### src/rtl/uart_rx_fifo.sv
// uart_rx_fifo: UART receiver with 16x oversampling and a receive FIFO.
//
// Parameters:
//   CLKS_PER_TICK - clk cycles per oversample tick (tick = baud*16), >= 2
//   DATA_BITS     - data bits per frame, 5..8
//   PARITY_MODE   - 0 none, 1 even, 2 odd
//   FIFO_DEPTH    - FIFO entries, power of two, >= 2
//
// Ports:
//   clk, rst_n     - clock, synchronous active-low reset
//   rx             - asynchronous serial input, idle high
//   rd_en          - pop the FIFO head (ignored when empty)
//   err_clr        - clear the sticky error flags
//   rd_data        - FIFO head, first-word-fall-through (0 while empty)
//   empty, full    - FIFO status
//   count          - FIFO occupancy
//   frame_err      - sticky, stop bit sampled low
//   parity_err     - sticky, parity mismatch
//   overrun        - sticky, good frame dropped because the FIFO was full
module uart_rx_fifo #(
    parameter int CLKS_PER_TICK = 27,
    parameter int DATA_BITS     = 8,
    parameter int PARITY_MODE   = 0,
    parameter int FIFO_DEPTH    = 8
) (
    input  logic                          clk,
    input  logic                          rst_n,
    input  logic                          rx,
    input  logic                          rd_en,
    input  logic                          err_clr,
    output logic [DATA_BITS-1:0]          rd_data,
    output logic                          empty,
    output logic                          full,
    output logic [$clog2(FIFO_DEPTH):0]   count,
    output logic                          frame_err,
    output logic                          parity_err,
    output logic                          overrun
);

    localparam int AW = $clog2(FIFO_DEPTH);
    localparam int DW = $clog2(CLKS_PER_TICK);

    localparam logic [2:0] S_IDLE   = 3'd0;
    localparam logic [2:0] S_START  = 3'd1;
    localparam logic [2:0] S_DATA   = 3'd2;
    localparam logic [2:0] S_PARITY = 3'd3;
    localparam logic [2:0] S_STOP   = 3'd4;
    localparam logic [2:0] S_BREAK  = 3'd5;

    // Synchroniser plus one history flop for falling-edge detection.
    logic rx_s1_q, rx_s2_q, rx_prev_q;
    logic fall;

    always_ff @(posedge clk) begin
        if (!rst_n) begin
            rx_s1_q   <= 1'b1;
            rx_s2_q   <= 1'b1;
            rx_prev_q <= 1'b1;
        end else begin
            rx_s1_q   <= rx;
            rx_s2_q   <= rx_s1_q;
            rx_prev_q <= rx_s2_q;
        end
    end

    assign fall = rx_prev_q & ~rx_s2_q;

    // Receive FSM state.
    logic [2:0]           state_q, state_d;
    logic [DW-1:0]        div_q, div_d;
    logic [3:0]           tcnt_q, tcnt_d;
    logic [2:0]           bcnt_q, bcnt_d;
    logic [DATA_BITS-1:0] shift_q, shift_d;
    logic                 bad_q, bad_d;
    logic                 tick, samp, push, set_frame, set_parity;

    assign tick = (div_q == DW'(CLKS_PER_TICK - 1));
    // Mid-bit sample point for data, parity and stop bits.
    assign samp = tick & (tcnt_q == 4'd15);

    always_comb begin
        state_d    = state_q;
        tcnt_d     = tcnt_q;
        bcnt_d     = bcnt_q;
        shift_d    = shift_q;
        bad_d      = bad_q;
        push       = 1'b0;
        set_frame  = 1'b0;
        set_parity = 1'b0;
        // Divider free-runs; a start edge restarts it so ticks are phase-aligned to the frame.
        div_d      = tick ? '0 : div_q + DW'(1);
        case (state_q)
            S_IDLE: begin
                if (fall) begin
                    state_d = S_START;
                    div_d   = '0;
                    tcnt_d  = '0;
                    bcnt_d  = '0;
                    bad_d   = 1'b0;
                end
            end
            S_START: begin
                if (tick) begin
                    if (tcnt_q == 4'd7) begin
                        tcnt_d  = '0;
                        state_d = rx_s2_q ? S_IDLE : S_DATA;
                    end else begin
                        tcnt_d = tcnt_q + 4'd1;
                    end
                end
            end
            S_DATA: begin
                if (tick) tcnt_d = tcnt_q + 4'd1;  // wraps 15 -> 0 at each sample
                if (samp) begin
                    shift_d = {rx_s2_q, shift_q[DATA_BITS-1:1]};
                    if (bcnt_q == 3'(DATA_BITS - 1)) begin
                        bcnt_d  = '0;
                        state_d = (PARITY_MODE != 0) ? S_PARITY : S_STOP;
                    end else begin
                        bcnt_d = bcnt_q + 3'd1;
                    end
                end
            end
            S_PARITY: begin
                if (tick) tcnt_d = tcnt_q + 4'd1;
                if (samp) begin
                    // XOR of data and parity bit is 0 for even mode, 1 for odd mode.
                    if ((^shift_q ^ rx_s2_q) != 1'(PARITY_MODE == 2)) begin
                        set_parity = 1'b1;
                        bad_d      = 1'b1;
                    end
                    state_d = S_STOP;
                end
            end
            S_STOP: begin
                if (tick) tcnt_d = tcnt_q + 4'd1;
                if (samp) begin
                    if (!rx_s2_q) begin
                        set_frame = 1'b1;
                        state_d   = S_BREAK;
                    end else begin
                        push    = ~bad_q;
                        state_d = S_IDLE;
                    end
                end
            end
            S_BREAK: begin
                // Hold off until the line returns high so a stuck-low line cannot retrigger.
                if (rx_s2_q) state_d = S_IDLE;
            end
            default: state_d = S_IDLE;
        endcase
    end

    always_ff @(posedge clk) begin
        if (!rst_n) begin
            state_q <= S_IDLE;
            div_q   <= '0;
            tcnt_q  <= '0;
            bcnt_q  <= '0;
            shift_q <= '0;
            bad_q   <= 1'b0;
        end else begin
            state_q <= state_d;
            div_q   <= div_d;
            tcnt_q  <= tcnt_d;
            bcnt_q  <= bcnt_d;
            shift_q <= shift_d;
            bad_q   <= bad_d;
        end
    end

    // Receive FIFO.
    logic [DATA_BITS-1:0] mem_q [FIFO_DEPTH];
    logic [AW-1:0]        wr_ptr_q, rd_ptr_q;
    logic [AW:0]          count_q;
    logic                 pop, wr_en;

    assign empty = (count_q == '0);
    assign full  = (count_q == (AW+1)'(FIFO_DEPTH));
    assign pop   = rd_en & ~empty;
    // A pop in the same cycle frees a slot, so a push into a full FIFO still lands.
    assign wr_en = push & (~full | pop);

    always_ff @(posedge clk) begin
        if (wr_en) mem_q[wr_ptr_q] <= shift_q;
    end

    always_ff @(posedge clk) begin
        if (!rst_n) begin
            wr_ptr_q <= '0;
            rd_ptr_q <= '0;
            count_q  <= '0;
        end else begin
            if (wr_en) wr_ptr_q <= wr_ptr_q + AW'(1);
            if (pop)   rd_ptr_q <= rd_ptr_q + AW'(1);
            case ({wr_en, pop})
                2'b10:   count_q <= count_q + (AW+1)'(1);
                2'b01:   count_q <= count_q - (AW+1)'(1);
                default: count_q <= count_q;
            endcase
        end
    end

    assign rd_data = empty ? '0 : mem_q[rd_ptr_q];
    assign count   = count_q;

    // Sticky error flags; a new error wins over a same-cycle clear.
    logic frame_err_q, parity_err_q, overrun_q;

    always_ff @(posedge clk) begin
        if (!rst_n) begin
            frame_err_q  <= 1'b0;
            parity_err_q <= 1'b0;
            overrun_q    <= 1'b0;
        end else begin
            frame_err_q  <= set_frame  | (frame_err_q  & ~err_clr);
            parity_err_q <= set_parity | (parity_err_q & ~err_clr);
            overrun_q    <= (push & ~wr_en) | (overrun_q & ~err_clr);
        end
    end

    assign frame_err  = frame_err_q;
    assign parity_err = parity_err_q;
    assign overrun    = overrun_q;

endmodule

### config.mk
export PLATFORM = sky130hd
export DESIGN_NAME = uart_rx_fifo
export DESIGN_NICKNAME = d
export VERILOG_FILES = /design/src/rtl/uart_rx_fifo.sv
export SDC_FILE = /design/constraint.sdc
export NUM_CORES = 1
export LEC_CHECK = 0
export CORE_MARGIN = 3
export CORE_UTILIZATION = 45
export CTS_BUF_LIST = sky130_fd_sc_hd__clkbuf_16
export CTS_CLUSTER_DIAMETER = 80
export DETAILED_ROUTE_END_ITERATION = 10
export DONT_BUFFER_PORTS = 1
export HOLD_SLACK_MARGIN = 0.1
export SETUP_SLACK_MARGIN = 0.5
export SYNTH_ARGS = -nofsm -noshare
export SYNTH_HDL_FRONTEND = slang
export SYNTH_SLANG_ARGS = --single-unit
### constraint.sdc
create_clock -name clk -period 3.25 [get_ports clk]
set_clock_uncertainty 0.15 [all_clocks]
set_input_delay 0.975 -clock clk [delete_from_list [all_inputs] [get_ports clk]]
set_output_delay 0.975 -clock clk [all_outputs]
set_load 0.02 [all_outputs]
# Word-level counts from Yosys, hierarchy flattened
# Memories as Yosys holds them, arrays and structs flattened. A register that Yosys moved wholly into a read port is not among the register bits.
# Cells that the tools add are included.
[word_totals] romBits=0 out_inout_bits=17 n_memories=1 regBits=40 in_bits=5 ramBits=64 latch_bits=0 elab_cells=119
[memory_table] name="mem_q" depth=8 width=8 read_ports=1 rd_clocked_by_memory_dff=1 write_ports=1 line="174" source="logic [DATA_BITS-1:0] mem_q [FIFO_DEPTH];"
[classes] reduce_logical=13 div=0 bitwise=19 addsub=7 shift=0 mul=0 n_mux=42 order_cmp=0 eq_ne=22
[op_table] op="3-bit 2-to-1 mux" count=14
[op_table] op="2-bit != test (second input constant)" count=9
[op_table] op="3-bit one-hot mux with 6 select lines" count=1
[op_table] op="4-bit 2-to-1 mux" count=4
[op_table] op="5-bit 2-to-1 mux" count=3
[op_table] op="1-bit 2-to-1 mux" count=14
[op_table] op="4-bit one-hot mux with 3 select lines" count=1
[op_table] op="3-bit by 1-bit adder with 3-bit output (second input constant)" count=3
[op_table] op="3-bit equality test (second input constant)" count=3
[op_table] op="4-bit by 1-bit adder with 4-bit output (second input constant)" count=2
[op_table] op="1-bit AND" count=8
[op_table] op="4-bit equality test (second input constant)" count=2
[op_table] op="8-bit 2-to-1 mux" count=1
[op_table] op="4-bit one-hot mux with 2 select lines" count=1
[op_table] op="4-bit AND reduction" count=2
[op_table] op="8-bit AND reduction" count=1
[op_table] op="8-bit parity" count=1
[op_table] op="3-bit by 2-bit equality test with 1-bit output (second input constant)" count=2
[op_table] op="1-bit inverter" count=6
[op_table] op="3-bit one-hot mux with 2 select lines" count=1
[op_table] op="2-bit nonzero test" count=3
[op_table] op="5-bit by 1-bit adder with 5-bit output (second input constant)" count=1
[op_table] op="5-bit equality test (second input constant)" count=1
[op_table] op="4-bit by 3-bit equality test with 1-bit output (second input constant)" count=1
[op_table] op="other kinds (15)" count=18

# Logic depth before layout (Yosys ltp)
# Gate-level depths: netlist (run 1).
[depth] ltp_word=8 depth_mapped=11 depth_no_buf=11

# Worst setup path before layout (run 1)
# Ideal clock, no wire load.
[synth_path] path_type="register to output" startpoint="register (tool-made name)" endpoint="output rd_data[5]" required_time_ns=2.125 stages_incl_launch_ff=6 n_path_buf=2 path_slack_ns=0.353 t_arrival_ns=1.772 path_cell_list="dfxtp_1 -> clkbuf_1 -> buf_2 -> mux4_2 -> mux2i_1 -> nor2_1"
[synth_rtl] element="end: declaration" line="31" source="output logic [DATA_BITS-1:0] rd_data,"

==> flow_metrics.tcl, run 1 <==
set metrics [dict create \
    run_status "completed" \
    synth_edf_count 64 \
    cts-hold-fix-buffers 0 \
    clock_sinks 107 \
    drt-vias-per-instance 5.40 \
    timing_max_transition_violations_final 0 \
    avgSynthCellArea_um2 12.9 \
    clock_tree.buffer_depth 2 \
    clk_latency_ns 0.34 \
    ys_async_sr_fraction_pct 0 \
    ys_seq_elements 107 \
    cts_inserted_buffers 9 \
    grt_start_max_net_pins 24 \
    num-nets-final 399 \
    io_buffer_count 0 \
    ys_dominant_reg_cell "sky130_fd_sc_hd__edfxtp_1" \
    yosysSeqAreaShare_pct 59.8 \
    timing.critical_path.to_type "output pin" \
    power.density_mw_per_mm2 483 \
    timing_worst_slew_pin_value_ns 0.548 \
    grt_pass1_wl_um 14400 \
    drt_pass1_iterations 4 \
    detail_route.drc_violations 0 \
    route.vias.total 2815 \
    detail_route_antenna_nets 0 \
    placementRows 36 \
    floorplan.initialDensity_pct 47.0 \
    hold_ws_ns 0.258 \
    critPathRequiredTime_ns 2.12 \
    die-area_mm2 0.0116 \
    wire_per_inst_um 16.8 \
    hpwlAfterDp_um 5810 \
    mostFrequentLayoutCell "sky130_fd_sc_hd__edfxtp_1" \
    post_cts_clock_slew_at_the_launch_and_capture_registers_of_the_worst_setup_and_hold_paths_ns 0.07 \
    synth_nets 375 \
    setup-violations-final 0 \
    layout-drive-gt1-share_pct 19.1 \
    setup_tns_ns 0 \
    initialDrtViolationCount 113 \
    fmaxAchievable_mhz 344 \
    synth-warning-count 0 \
    ios 22 \
    post_synth_inst_count 360 \
    mostFrequentLayoutCells "sky130_fd_sc_hd__edfxtp_1, sky130_fd_sc_hd__dfxtp_1, sky130_fd_sc_hd__nor2_1" \
    fin_crit_sh_pct 89.3 \
    synth.distinct_cells 48 \
    grt_remaining_overflow 0 \
    finalCriticalPeriod_ns 2.90 \
    num_antenna_cells 0 \
    slew_headroom_pct 63.1 \
    post-route-worst-setup-slack_ns 0.347 \
    cp-start-kind "register" \
    grt_antenna_before_repair 0 \
    power.ir.vdd_worst_v 0.000279 \
    power.leakage_nw 1.84 \
    final_hold_viol_count 0 \
    die_h_um 108 \
    cp_max_fo 8 \
    placement.setup.worst_slack_ns 0.283 \
    hold_class "reg -> reg" \
    mappedNetlistArea_mm2 0.00465 \
    timing.critical_path.arrival_ns 1.78 \
    postRouteWirelength_um 8730 \
    first_global_vias 2767 \
    n_fill_cell 870 \
    core-area_mm2 0.00991 \
    cts-htree-levels 3 \
    grt_setup_unrepaired "yes" \
    area_delta_synth_final_pct 14.9 \
    max-cap-violations 0 \
    gp_congestion 0.815 \
    cts_tree "yes" \
    globalRouteTotalUtil_pct 16.1 \
    critPathKind "reg -> out" \
    die_w_um 108 \
    cts_root_buffer "sky130_fd_sc_hd__clkbuf_16" \
]
## where the power goes
group	internal [mW]	switching, mW
combinational	0.0506	0.0741
sequential	1.43	0.00989
clock	0.531	0.487
## routing by layer
metal | track usage [%] | wire length (um) | part of all wire, %
met4 | 4.33 | 81 | 0.93
met1 | 20.1 | 3920 | 45
met5 | 0 | 0 | 0
met3 | 3.42 | 282 | 3.2
met2 | 28.3 | 4450 | 51
## timing repair
| item | in CTS | in global routing |
|---|---|---|
| gates cloned | 1 | 0 |
| hold endpoints to repair | 0 | 0 |
| setup endpoints to repair | 9 | 74 |
| setup buffers | 0 | 6 |
| resized for setup | 10 | 6 |
| pin swaps | 3 | 5 |
## cell usage after synthesis (all sizes together) (2+ instances only)
cell	count	area, um^2
edfxtp	64	1920
dfxtp	43	861
nor2	38	143
mux2i	24	240
nand2	20	75.1
nand3	17	85.1
mux4	16	360
a21oi	14	70.1
clkbuf	14	52.6
inv	10	37.5
nand2b	10	62.6
ha	9	113
o21ai	8	40.0
nor3	6	30.0
o211ai	6	45.0
nor4	5	43.8
xnor2	5	43.8
buf	4	18.8
nor2b	4	25.0
xor2	4	35.0
nand3b	3	22.5
nand4	3	18.8
nand4b	3	26.3
nor3b	3	22.5
or4	3	26.3
a211o	2	17.5
a21o	2	15.0
and2	2	12.5
or3	2	12.5
or3b	2	17.5
## stage by stage
stage / cells / utilization [%] / total power [mW] / cell area [um^2]
after floorplan: 360 / - / 1.57 / 4660
after global placement: 499 / 49.8 / 1.59 / 4940
after detailed placement: 499 / 49.8 / 1.59 / 4940
after CTS: 515 / 53.2 / 2.62 / 5280
after global routing: 521 / 54.0 / 2.68 / 5350
final: 521 / 54.0 / 2.58 / 5350
## final timing paths
check | from | end | slack, ns | cells past startpoint
hold / removal | rx_s1_q$_SDFF_PN1_ | rx_s2_q$_SDFF_PN1_ | 0.26 | 1
setup / recovery | register | rd_data[2] | 0.35 | 5
hold reg to reg | rx_s1_q$_SDFF_PN1_ | rx_s2_q$_SDFF_PN1_ | 0.26 | 1
setup reg to reg | state_q[1]$_SDFFE_PN0P_ | count[3]$_SDFFE_PN0P_ | 0.63 | 9
## area by class of cell
cell class / instances / area (um^2) / area share [%]
clock inverters: 6 / 60.1 / 1.12
clock buffers: 9 / 225 / 4.21
well taps: 133 / 166 / 3.11
repair buffers: 31 / 265 / 4.96
flip-flops and latches: 107 / 2790 / 52.2
multi-input cells: 225 / 1800 / 33.6
inverters: 10 / 37.5 / 0.702
## registers in the layout (all words and copies together), names as in the netlist, named ones only
signal,flops
mem_q,64
shift_q,8
div_q,5
count,4
tcnt_q,4
bcnt_q,3
rd_ptr_q,3
state_q,3
wr_ptr_q,3
bad_q,1
frame_err,1
overrun,1
parity_err,1
rx_prev_q,1
rx_s1_q,1
rx_s2_q,1
## worst max-delay path: stages (launching register included)
cell and delay [ns]:
sky130_fd_sc_hd__dfxtp_4 0.40, sky130_fd_sc_hd__buf_12 0.15, sky130_fd_sc_hd__mux4_2 0.50, sky130_fd_sc_hd__mux2i_1 0.17, sky130_fd_sc_hd__nor2_1 0.06, sky130_fd_sc_hd__buf_4 0.16
## cell families after synthesis
family,synth area share [%]
DFF,59.8
and+or+nand+nor,13.8
adders and majority gates,2.85
AOI/OAI and AO/OA,5.67
xor gates and xnor gates,2.69
muxes,12.9
buffers and inverters,2.34
No activity file was read; power rests on OpenSTA's default activity.
==> inputs of run 2 (changes only) <==
--- a/config.mk
+++ b/config.mk
@@ -13,6 +13,7 @@
 export DONT_BUFFER_PORTS = 1
 export HOLD_SLACK_MARGIN = 0.1
 export SETUP_SLACK_MARGIN = 0.5
+export SLEW_MARGIN = 15
 export SYNTH_ARGS = -nofsm -noshare
 export SYNTH_HDL_FRONTEND = slang
 export SYNTH_SLANG_ARGS = --single-unit
==> results of run 2 <==
No change in the layout: final DEF, timing and power equal those of run 1.
==> inputs of run 3 (changes only) <==
--- a/config.mk
+++ b/config.mk
@@ -5,6 +5,7 @@
 export SDC_FILE = /design/constraint.sdc
 export NUM_CORES = 1
 export LEC_CHECK = 0
+export ABC_CLOCK_PERIOD_IN_PS = 3250
 export CORE_MARGIN = 3
 export CORE_UTILIZATION = 45
 export CTS_BUF_LIST = sky130_fd_sc_hd__clkbuf_16
==> results of run 3 <==
No change in the layout: final DEF, timing and power equal those of run 1.
